--- src/rtl/mul_div_unit_pkg.sv ---
// rtl/mul_div_unit_pkg.sv - shared constants, op codes and FSM states for mul_div_unit
// Contents: XLEN / REG_W / CNT_W widths, op_e request encodings, state_e FSM encodings.
package mul_div_unit_pkg;

  localparam int XLEN  = 64;
  localparam int REG_W = 5;
  localparam int CNT_W = 6;

  typedef enum logic [1:0] {
    OP_MUL   = 2'b00,
    OP_UMULH = 2'b01,
    OP_UDIV  = 2'b10,
    OP_SDIV  = 2'b11
  } op_e;

  typedef enum logic [1:0] {
    ST_IDLE = 2'b00,
    ST_CALC = 2'b01,
    ST_DONE = 2'b10
  } state_e;

endpackage

--- src/rtl/mul_div_unit_if.sv ---
// rtl/mul_div_unit_if.sv - request/response bundle between register file and mul_div_unit
// Request : start, op[1:0], busRN/busRM operands, Rd_in destination.
// Response: busy, done, we (write strobe), Rd, result.
// Modports: master drives requests (register file side), slave is the unit.
interface mul_div_unit_if;
  import mul_div_unit_pkg::*;

  logic             start;
  logic [1:0]       op;
  logic [XLEN-1:0]  busRN;
  logic [XLEN-1:0]  busRM;
  logic [REG_W-1:0] Rd_in;
  logic             busy;
  logic             done;
  logic             we;
  logic [REG_W-1:0] Rd;
  logic [XLEN-1:0]  result;

  modport master (
    output start, op, busRN, busRM, Rd_in,
    input  busy, done, we, Rd, result
  );

  modport slave (
    input  start, op, busRN, busRM, Rd_in,
    output busy, done, we, Rd, result
  );

endinterface

--- src/rtl/mul_div_unit.sv ---
// rtl/mul_div_unit.sv - iterative 64-bit MUL/UMULH/UDIV/SDIV unit, one radix-2 step per cycle
// Ports: clk, rst (async, active-high), bus (mul_div_unit_if.slave).
// A request accepted in IDLE runs 64 CALC steps, then raises done/we for one
// cycle with result and Rd stable. Divide by zero skips CALC and returns 0.
module mul_div_unit #(
  parameter int XLEN  = 64,
  parameter int CNT_W = 6
) (
  input  logic           clk,
  input  logic           rst,
  mul_div_unit_if.slave  bus
);
  import mul_div_unit_pkg::*;

  state_e             state, state_nxt;
  logic [CNT_W-1:0]   cnt;
  // Multiply: {product_hi, multiplier} shifting right.
  // Divide  : {remainder, quotient} shifting left.
  logic [2*XLEN-1:0]  work, work_nxt;
  logic [XLEN-1:0]    opnd;       // multiplicand or divisor magnitude
  op_e                op_q;
  logic               neg_q;      // SDIV operand signs differ
  logic [REG_W-1:0]   rd_q;
  logic [XLEN-1:0]    result_q;
  logic [XLEN-1:0]    result_sel;

  logic               accept;
  logic               div_zero;
  logic               a_neg, b_neg;
  logic [XLEN-1:0]    abs_a, abs_b;
  logic [XLEN-1:0]    addend;
  logic [XLEN:0]      sum, rem_sh, diff;

  function automatic logic [XLEN-1:0] negate(input logic [XLEN-1:0] v);
    return (~v) + XLEN'(1);
  endfunction

  assign accept   = (state == ST_IDLE) && bus.start;
  assign div_zero = bus.op[1] && (bus.busRM == '0);
  assign a_neg    = (bus.op == OP_SDIV) && bus.busRN[XLEN-1];
  assign b_neg    = (bus.op == OP_SDIV) && bus.busRM[XLEN-1];
  // |INT_MIN| stays 0x8000.. which is the correct unsigned magnitude.
  assign abs_a    = a_neg ? negate(bus.busRN) : bus.busRN;
  assign abs_b    = b_neg ? negate(bus.busRM) : bus.busRM;

  // One iteration of either algorithm.
  always_comb begin
    addend = work[0] ? opnd : '0;
    sum    = {1'b0, work[2*XLEN-1:XLEN]} + {1'b0, addend};
    rem_sh = work[2*XLEN-1:XLEN-1];
    diff   = rem_sh - {1'b0, opnd};
    if (op_q[1]) begin
      if (diff[XLEN]) work_nxt = {rem_sh[XLEN-1:0], work[XLEN-2:0], 1'b0};
      else            work_nxt = {diff[XLEN-1:0],   work[XLEN-2:0], 1'b1};
    end else begin
      work_nxt = {sum, work[XLEN-1:1]};
    end
  end

  always_comb begin
    result_sel = work_nxt[XLEN-1:0];
    case (op_q)
      OP_UMULH: result_sel = work_nxt[2*XLEN-1:XLEN];
      OP_SDIV:  result_sel = neg_q ? negate(work_nxt[XLEN-1:0]) : work_nxt[XLEN-1:0];
      default:  result_sel = work_nxt[XLEN-1:0];
    endcase
  end

  always_ff @(posedge clk or posedge rst) begin
    if (rst) state <= ST_IDLE;
    else     state <= state_nxt;
  end

  always_comb begin
    state_nxt = state;
    bus.busy  = 1'b0;
    bus.done  = 1'b0;
    bus.we    = 1'b0;
    case (state)
      ST_IDLE: if (bus.start) state_nxt = div_zero ? ST_DONE : ST_CALC;
      ST_CALC: begin
        bus.busy = 1'b1;
        if (&cnt) state_nxt = ST_DONE;
      end
      ST_DONE: begin
        bus.busy  = 1'b1;
        bus.done  = 1'b1;
        bus.we    = 1'b1;
        state_nxt = ST_IDLE;
      end
      default: state_nxt = ST_IDLE;
    endcase
  end

  always_ff @(posedge clk or posedge rst) begin
    if (rst) begin
      cnt      <= '0;
      work     <= '0;
      opnd     <= '0;
      op_q     <= OP_MUL;
      neg_q    <= 1'b0;
      rd_q     <= '0;
      result_q <= '0;
    end else begin
      if (accept) begin
        op_q  <= op_e'(bus.op);
        rd_q  <= bus.Rd_in;
        cnt   <= '0;
        neg_q <= a_neg ^ b_neg;
        if (bus.op[1]) begin
          work <= {{XLEN{1'b0}}, abs_a};
          opnd <= abs_b;
        end else begin
          work <= {{XLEN{1'b0}}, bus.busRM};
          opnd <= bus.busRN;
        end
        if (div_zero) result_q <= '0;
      end else if (state == ST_CALC) begin
        work <= work_nxt;
        cnt  <= cnt + CNT_W'(1);
        if (&cnt) result_q <= result_sel;
      end
    end
  end

  assign bus.Rd     = rd_q;
  assign bus.result = result_q;

endmodule

--- src/flat_wrapper.sv ---
// flat-port wrapper written by rule: the top's interface ports become plain ports
module mul_div_unit_flat import mul_div_unit_pkg::*;
#(
  parameter int XLEN  = 64,
  parameter int CNT_W = 6
)
  (clk, rst, bus_start, bus_op, bus_busRN, bus_busRM, bus_Rd_in, bus_busy, bus_done, bus_we, bus_Rd, bus_result);
  mul_div_unit_if bus_i ();
  input  logic clk;
  input  logic rst;
  input wire logic [$bits(bus_i.start)-1:0] bus_start;
  input wire logic [$bits(bus_i.op)-1:0] bus_op;
  input wire logic [$bits(bus_i.busRN)-1:0] bus_busRN;
  input wire logic [$bits(bus_i.busRM)-1:0] bus_busRM;
  input wire logic [$bits(bus_i.Rd_in)-1:0] bus_Rd_in;
  output wire logic [$bits(bus_i.busy)-1:0] bus_busy;
  output wire logic [$bits(bus_i.done)-1:0] bus_done;
  output wire logic [$bits(bus_i.we)-1:0] bus_we;
  output wire logic [$bits(bus_i.Rd)-1:0] bus_Rd;
  output wire logic [$bits(bus_i.result)-1:0] bus_result;
  assign bus_i.start = bus_start;
  assign bus_i.op = bus_op;
  assign bus_i.busRN = bus_busRN;
  assign bus_i.busRM = bus_busRM;
  assign bus_i.Rd_in = bus_Rd_in;
  assign bus_busy = bus_i.busy;
  assign bus_done = bus_i.done;
  assign bus_we = bus_i.we;
  assign bus_Rd = bus_i.Rd;
  assign bus_result = bus_i.result;
  mul_div_unit #(.XLEN(XLEN), .CNT_W(CNT_W)) u_core (.clk(clk), .rst(rst), .bus(bus_i));
endmodule
--- config.mk ---
export PLATFORM = sky130hd
export DESIGN_NAME = mul_div_unit_flat
export DESIGN_NICKNAME = d
export VERILOG_FILES = /design/src/rtl/mul_div_unit_pkg.sv /design/src/rtl/mul_div_unit_if.sv /design/src/rtl/mul_div_unit.sv /design/src/flat_wrapper.sv
export SDC_FILE = /design/constraint.sdc
export NUM_CORES = 2
export LEC_CHECK = 0
export CORE_ASPECT_RATIO = 0.75
export CORE_MARGIN = 2
export CORE_UTILIZATION = 40
export CTS_BUF_LIST = sky130_fd_sc_hd__clkbuf_8
export DETAILED_ROUTE_END_ITERATION = 12
export DONT_BUFFER_PORTS = 1
export GPL_TIMING_DRIVEN = 0
export PLACE_DENSITY = 0.63
export SLEW_MARGIN = 20
export SYNTH_ARGS = -nofsm -noshare
export SYNTH_HDL_FRONTEND = slang
export SYNTH_SLANG_ARGS = --single-unit
--- constraint.sdc ---
create_clock -name clk -period 15.3 [get_ports clk]
set_input_delay 1.53 -clock clk [delete_from_list [all_inputs] [get_ports clk]]
set_output_delay 1.53 -clock clk [all_outputs]
set_load 0.01 [all_outputs]
# Word level (Yosys, flattened, before mapping)
# Index checks and enable logic that the tools add are counted.
# totals
register_bits	272
input_bits	138
out_inout_bits	72
wordCells	61
# classes
addsub	6
n_eq_ne	8
n_mux	23
n_bitwise	4
reduce_logical	12
# ops
cell	n
two-way mux 64 bit	10
two-way mux 128 bit	4
adder 64 x 1 -> 64 bit, second input constant	3
inverter 64 bit	3
case mux 64 bit (2 select lines)	1
adder 64 x 64 -> 65 bit	1
subtractor 65 x 64 -> 65 bit	1
logical NOT 64 bit	1
two-way mux 6 bit	2
adder 6 x 1 -> 6 bit, second input constant	1
== test 2 bit, second input constant	3
two-way mux 2 bit	3
AND reduction 6 bit	1
== test 2 x 1 -> 1 bit, second input constant	2
logical AND 1 bit	4
inequality test 2 bit, second input constant	2
case mux 2 bit (2 select lines)	1
nonzero test 2 bit	2
AND reduction 3 bit	1
logical NOT 2 bit	1
two-way mux 1 bit	2
inequality test 2 x 1 -> 1 bit, second input constant	1
AND reduction 2 bit	1
OR reduction 2 bit	1
bitwise XOR 1 bit	1

# Longest topological paths before layout
# depth
depth_word	10
ltp_mapped	17
mapped_depth_nobuf	15

# Worst setup path before layout
# OpenSTA, ideal clock, no wires.
# synth_timing
kind	input to register
startpoint	in bus_busRM[3]
endpoint	reg u_core.result_q[49] (netlist: u_core.bus.result[49])
arrival_time_ps	4216
t_required_ps	15174
path_slack_ps	10957
stages	10
path_buffers	1
cell_sequence	or4_4 > or4_4 > nor3_2 > nand2_1 > nor4b_4 > a41oi_1 > buf_2 > a222oi_1 > nand2_1 > a311o_1
# synth_between
elab_chain_cells	4
# synth_lines
item	line	rtl
start, declared	flat_wrapper.sv:14	input wire logic [$bits(bus_i.busRM)-1:0] bus_busRM;
logical NOT 64 bit	mul_div_unit.sv:39	assign div_zero = bus.op[1] && (bus.busRM == '0);
logical AND 1 bit	mul_div_unit.sv:39	
inequality test 2 bit (no source line)	--	
AND reduction 3 bit (no source line)	--	
end signal, assigned	mul_div_unit.sv:121	if (&cnt) result_q <= result_sel;
end, declared	mul_div_unit.sv:24	logic [XLEN-1:0] result_q;
# Every way passes these cells.
# A chain may end at the register's enable or synchronous reset.

# Worst setup path after layout
# layout_timing
startpoint	reg u_core.work[0]
endpoint	reg u_core.work[122]
# layout_between
elab_chain_cells	5
# layout_lines
item	line	rtl
start, declared	mul_div_unit.sv:19	logic [2*XLEN-1:0] work, work_nxt;
start signal, assigned	mul_div_unit.sv:111	work <= {{XLEN{1'b0}}, abs_a};
start signal, assigned	mul_div_unit.sv:114	work <= {{XLEN{1'b0}}, bus.busRM};
start signal, assigned	mul_div_unit.sv:119	work <= work_nxt;
two-way mux 64 bit	mul_div_unit.sv:48	addend = work[0] ? opnd : '0;
adder 64 x 64 -> 65 bit	mul_div_unit.sv:49	sum = {1'b0, work[2*XLEN-1:XLEN]} + {1'b0, addend};
two-way mux 128 bit	mul_div_unit.sv:52	if (op_q[1]) begin
two-way mux 128 bit	mul_div_unit.sv:118	end else if (state == ST_CALC) begin
two-way mux 128 bit	mul_div_unit.sv:105	if (accept) begin
# Every way passes these cells. The select of a mux whose other input is x is not followed.

==> impl_metrics.env <==
export IMPL_status="complete, no violations"
export IMPL_first_iter_violations=4366
export IMPL_cp_top_family="compound AO/OA/AOI/OAI gates"
export IMPL_wire_per_inst_um=32.20
export IMPL_synth_cell_type_count=95
export IMPL_crit_type="flip-flop to flip-flop"
export IMPL_routabilityCongestion=1.055
export IMPL_vias=31090
export IMPL_cts_buffers=51
export IMPL_cp_data_arrival_time_ns=7.15
export IMPL_switching_power_mw=4.309
export IMPL_regToRegEndpoint="u_core.work[122]$_DFFE_PP0P_"
export IMPL_final_setup_skew_ns=0.06591
export IMPL_cts_hold_buf=0
export IMPL_design_core_area_sq_um=68330
export IMPL_finalMaxSlewViolations=0
export IMPL_met2_usage=0.5545
export IMPL_pwr_share_comb=0.705
export IMPL_synth_top_family_by_area="compound AO/OA/AOI/OAI gates"
export IMPL_fin_crit_sh=0.4293
export IMPL_synth_cells=3731
export IMPL_p_seq_frac=0.178
export IMPL_rr_worst_depth=16
export IMPL_post_cts_buffers=0
export IMPL_viasPerCell=6.585
export IMPL_final_setup_viol_count=0
export IMPL_drc_errors=0
export IMPL_ant_nets=0
export IMPL_drv_cap=0
export IMPL_clock_latency_ns=0.72
export IMPL_worstHoldStart="u_core.bus.result[30]$_DFFE_PP0P_"
export IMPL_grt_first_pass_wirelength_mm=212.2
export IMPL_finalHoldViolations=0
export IMPL_clk_pin_slew_ns=0.07
export IMPL_powerDensity_nw_per_um2=240.0
export IMPL_rows=83
export IMPL_ctsHtreeMaxLevel=2
export IMPL_cp_max_fo=10
export IMPL_grt_pass1_vias=28770
export IMPL_grt_most_used_layer="met2"
export IMPL_synth_compound_area_frac=0.3083
export IMPL_final_util=0.4389
export IMPL_cts_resized=0
export IMPL_grt_start_max_net_pins=94
export IMPL_critical_path_buf_inv_count=3
export IMPL_yosysWarnings=0
export IMPL_synth_xor_area_share=0.07293
export IMPL_ioPinCount=210
export IMPL_synth_edff_count=0
export IMPL_antenna_found_initial=13
export IMPL_synth_adder_area_share=0.06215
export IMPL_drive_gt1_frac=0.04549
export IMPL_reg2reg_slack_ns=8.73
export IMPL_fill_cells=7166
export IMPL_cts_tree="yes"
export IMPL_async_reset_ff_frac=1.000
export IMPL_syn_nets=4005
export IMPL_cts_sinks=272
export IMPL_worst_pin_slew_ns=1.329
export IMPL_worstPathRequired_ns=15.88
export IMPL_yosys_area_share_simple=0.2167
export IMPL_grt_overflow_total=0
export IMPL_grtUsageTotal=0.4158
export IMPL_fin_setup_tns_ns=0
export IMPL_timing_rr_start="u_core.work[0]$_DFFE_PP0P_"
export IMPL_dp_hpwl_mm=121.3
export IMPL_muxShareOfSynthArea=0.03841
export IMPL_nets=4061
export IMPL_syn_area_sq_um=27620
export IMPL_rsz0062_at_grt="no"
export IMPL_pwr_share_clk=0.117
export IMPL_crit_chain="clkbuf_1, clkbuf_1, and2_1, ha_1, clkbuf_1, a21oi_1, a211oi_1, nor4b_1, nor2_1, a2111oi_0, nor2_1, a211oi_1, o21ai_0, xor2_1, o221ai_1, o31ai_1"
export IMPL_dieArea_sq_um=71190
export IMPL_synth_main_ff_cell="dfrtp_1"
export IMPL_cts_buffer_depth=3
export IMPL_p_leak_nw=11.98
export IMPL_first_pass_iters=9
export IMPL_hold_depth=2
export IMPL_portBuffers=0
export IMPL_ys_seq_area_frac=0.2464
export IMPL_cts_root_buf="clkbuf_8"
export IMPL_area_growth_pct=8.584
export IMPL_path_depth=16
export IMPL_die_h_um=231.6
export IMPL_cp_end_kind="flip-flop"
export IMPL_use_met1=0.5482
export IMPL_min_path_type="flip-flop to flip-flop"
export IMPL_period_minus_slack_ns=6.569
export IMPL_ir_drop_mv=0.1059
export IMPL_timing_fmax_mhz=152.2
export IMPL_crit_top_cell="clkbuf_1"
export IMPL_min_to="u_core.bus.result[30]$_DFFE_PP0P_"
export IMPL_switching_share=0.5986
export IMPL_wl_mm=152.0
export IMPL_startpoint_type="flip-flop"
export IMPL_max_slew_margin=0.1143
export IMPL_start_util=0.4042
export IMPL_intPower_mw=2.889
export IMPL_ys_seq_elements=272
export IMPL_avgSynthCellArea_sq_um=7.403
export IMPL_crit_slowest_cell="clkbuf_1"
export IMPL_die_x_um=307.4
export IMPL_max_stage_delay_ns=0.90
export IMPL_use_met3=0.2250
==> registers in the layout (all words and copies together) (netlist names) <==
signal / flops
u_core.bus.result: 64
u_core.opnd: 64
u_core.work: 128
u_core.op_q: 2
u_core.state: 2
u_core.neg_q: 1
u_core.bus.Rd: 5
u_core.cnt: 6
==> power by group through the flow <==
| stage | logic [mW] | registers [mW] | clock network [mW] |
|---|---|---|---|
| floorplan | 3.06 | 1.13 | 0 |
| global placement | 4.78 | 1.26 | 0 |
| detailed placement | 4.76 | 1.27 | 0 |
| CTS | 4.79 | 1.25 | 0.840 |
| global route | 5.33 | 1.29 | 0.869 |
| finish | 5.08 | 1.28 | 0.840 |
==> through the flow <==
stage	setup slack, ns	instances	hold WS [ns]	area [sq um]	power, mW
final	8.731	4721	0.5333	29990	7.198
after global routing	8.378	4717	0.5649	29980	7.493
after CTS	8.868	4717	0.5406	29970	6.886
after detailed placement	8.977	4626	0.5259	28840	6.029
after global placement	2.405	4623	0.5165	28740	6.047
after floorplan	6.275	3731	0.4632	27620	4.193
==> Yosys cell counts, drive strengths merged (18+ instances only) <==
cell type	number	area, sq um
dfrtp	272	6807
o31ai	30	225.2
ha	134	1677
a21o	62	465.5
buf	62	281.5
nor3	101	525.5
nor4	23	143.9
nand2	455	1708
nor2	238	900.9
nand4	61	381.6
o21bai	18	135.1
and3	25	156.4
nand3	87	435.4
xor2	101	884.6
clkbuf	210	789.5
nor2b	21	131.4
or3	45	286.5
o221ai	26	227.7
mux2i	89	903.4
a21oi	297	1486
a211oi	32	240.2
and2	84	525.5
nand3b	21	157.7
xnor2	129	1130
a31oi	48	300.3
o21ai	464	2322
nand2b	27	168.9
o211ai	164	1236
o21a	20	150.1
inv	117	439.2
==> kinds of logic after synthesis <==
family                     Yosys count
AOI/OAI and AO/OA                 1354
DFF                                272
xor gates and xnor gates           230
adders and majority gates          136
and+or+nand+nor                   1244
muxes                              103
buffers and inverters              392
==> metal layers <==
layer | up-vias | wire length [um]
met5 | - | 80
met4 | 12 | 7313
met3 | 406 | 25090
met2 | 2037 | 57150
met1 | 14810 | 62390
li1 | 13830 | -
==> cell usage in the layout, fill, tap and decap left out, types with 84 or more instances in the layout <==
master	netlist	routed
nor3_1	97	97
o21ai_0	457	457
nor2_1	237	235
o211ai_1	163	163
dfrtp_1	272	272
ha_1	134	134
xnor2_1	129	129
clkbuf_1	209	205
a21oi_1	297	297
xor2_1	101	101
inv_1	117	125
mux2i_1	88	88
nand3_1	87	87
and2_1	84	84
nand2_1	455	455
==> layout make-up <==
type | instances | area, sq um | area share
multi-input cells | 3067 | 19300 | 0.6437
flip-flops and latches | 272 | 6807 | 0.2269
well taps | 892 | 1116 | 0.03721
plain buffers | 272 | 1076 | 0.03588
clock buffers | 63 | 867.1 | 0.02891
inverters | 120 | 457.9 | 0.01527
clock inverters | 28 | 271.5 | 0.009053
repair buffers | 3 | 82.58 | 0.002753
diodes | 4 | 10.01 | 0.0003337
==> worst min-delay path: stages, from the launching register on <==
cell	delay, ns
dfrtp_1	0.39
nand2_1	0.06
nand2_1	0.05
==> how the worst max path moves through the flow <==
stage / start / to
after floorplan: rst / u_core.bus.Rd[0]$_DFFE_PP0P_
after global placement: rst / u_core.state[0]$_DFFE_PP0P_
after detailed placement: u_core.work[0]$_DFFE_PP0P_ / u_core.work[122]$_DFFE_PP0P_
after CTS: u_core.work[0]$_DFFE_PP0P_ / u_core.work[122]$_DFFE_PP0P_
after global routing: u_core.work[0]$_DFFE_PP0P_ / u_core.work[122]$_DFFE_PP0P_
final: u_core.work[0]$_DFFE_PP0P_ / u_core.work[122]$_DFFE_PP0P_
Power figures use the tool's default switching activity.
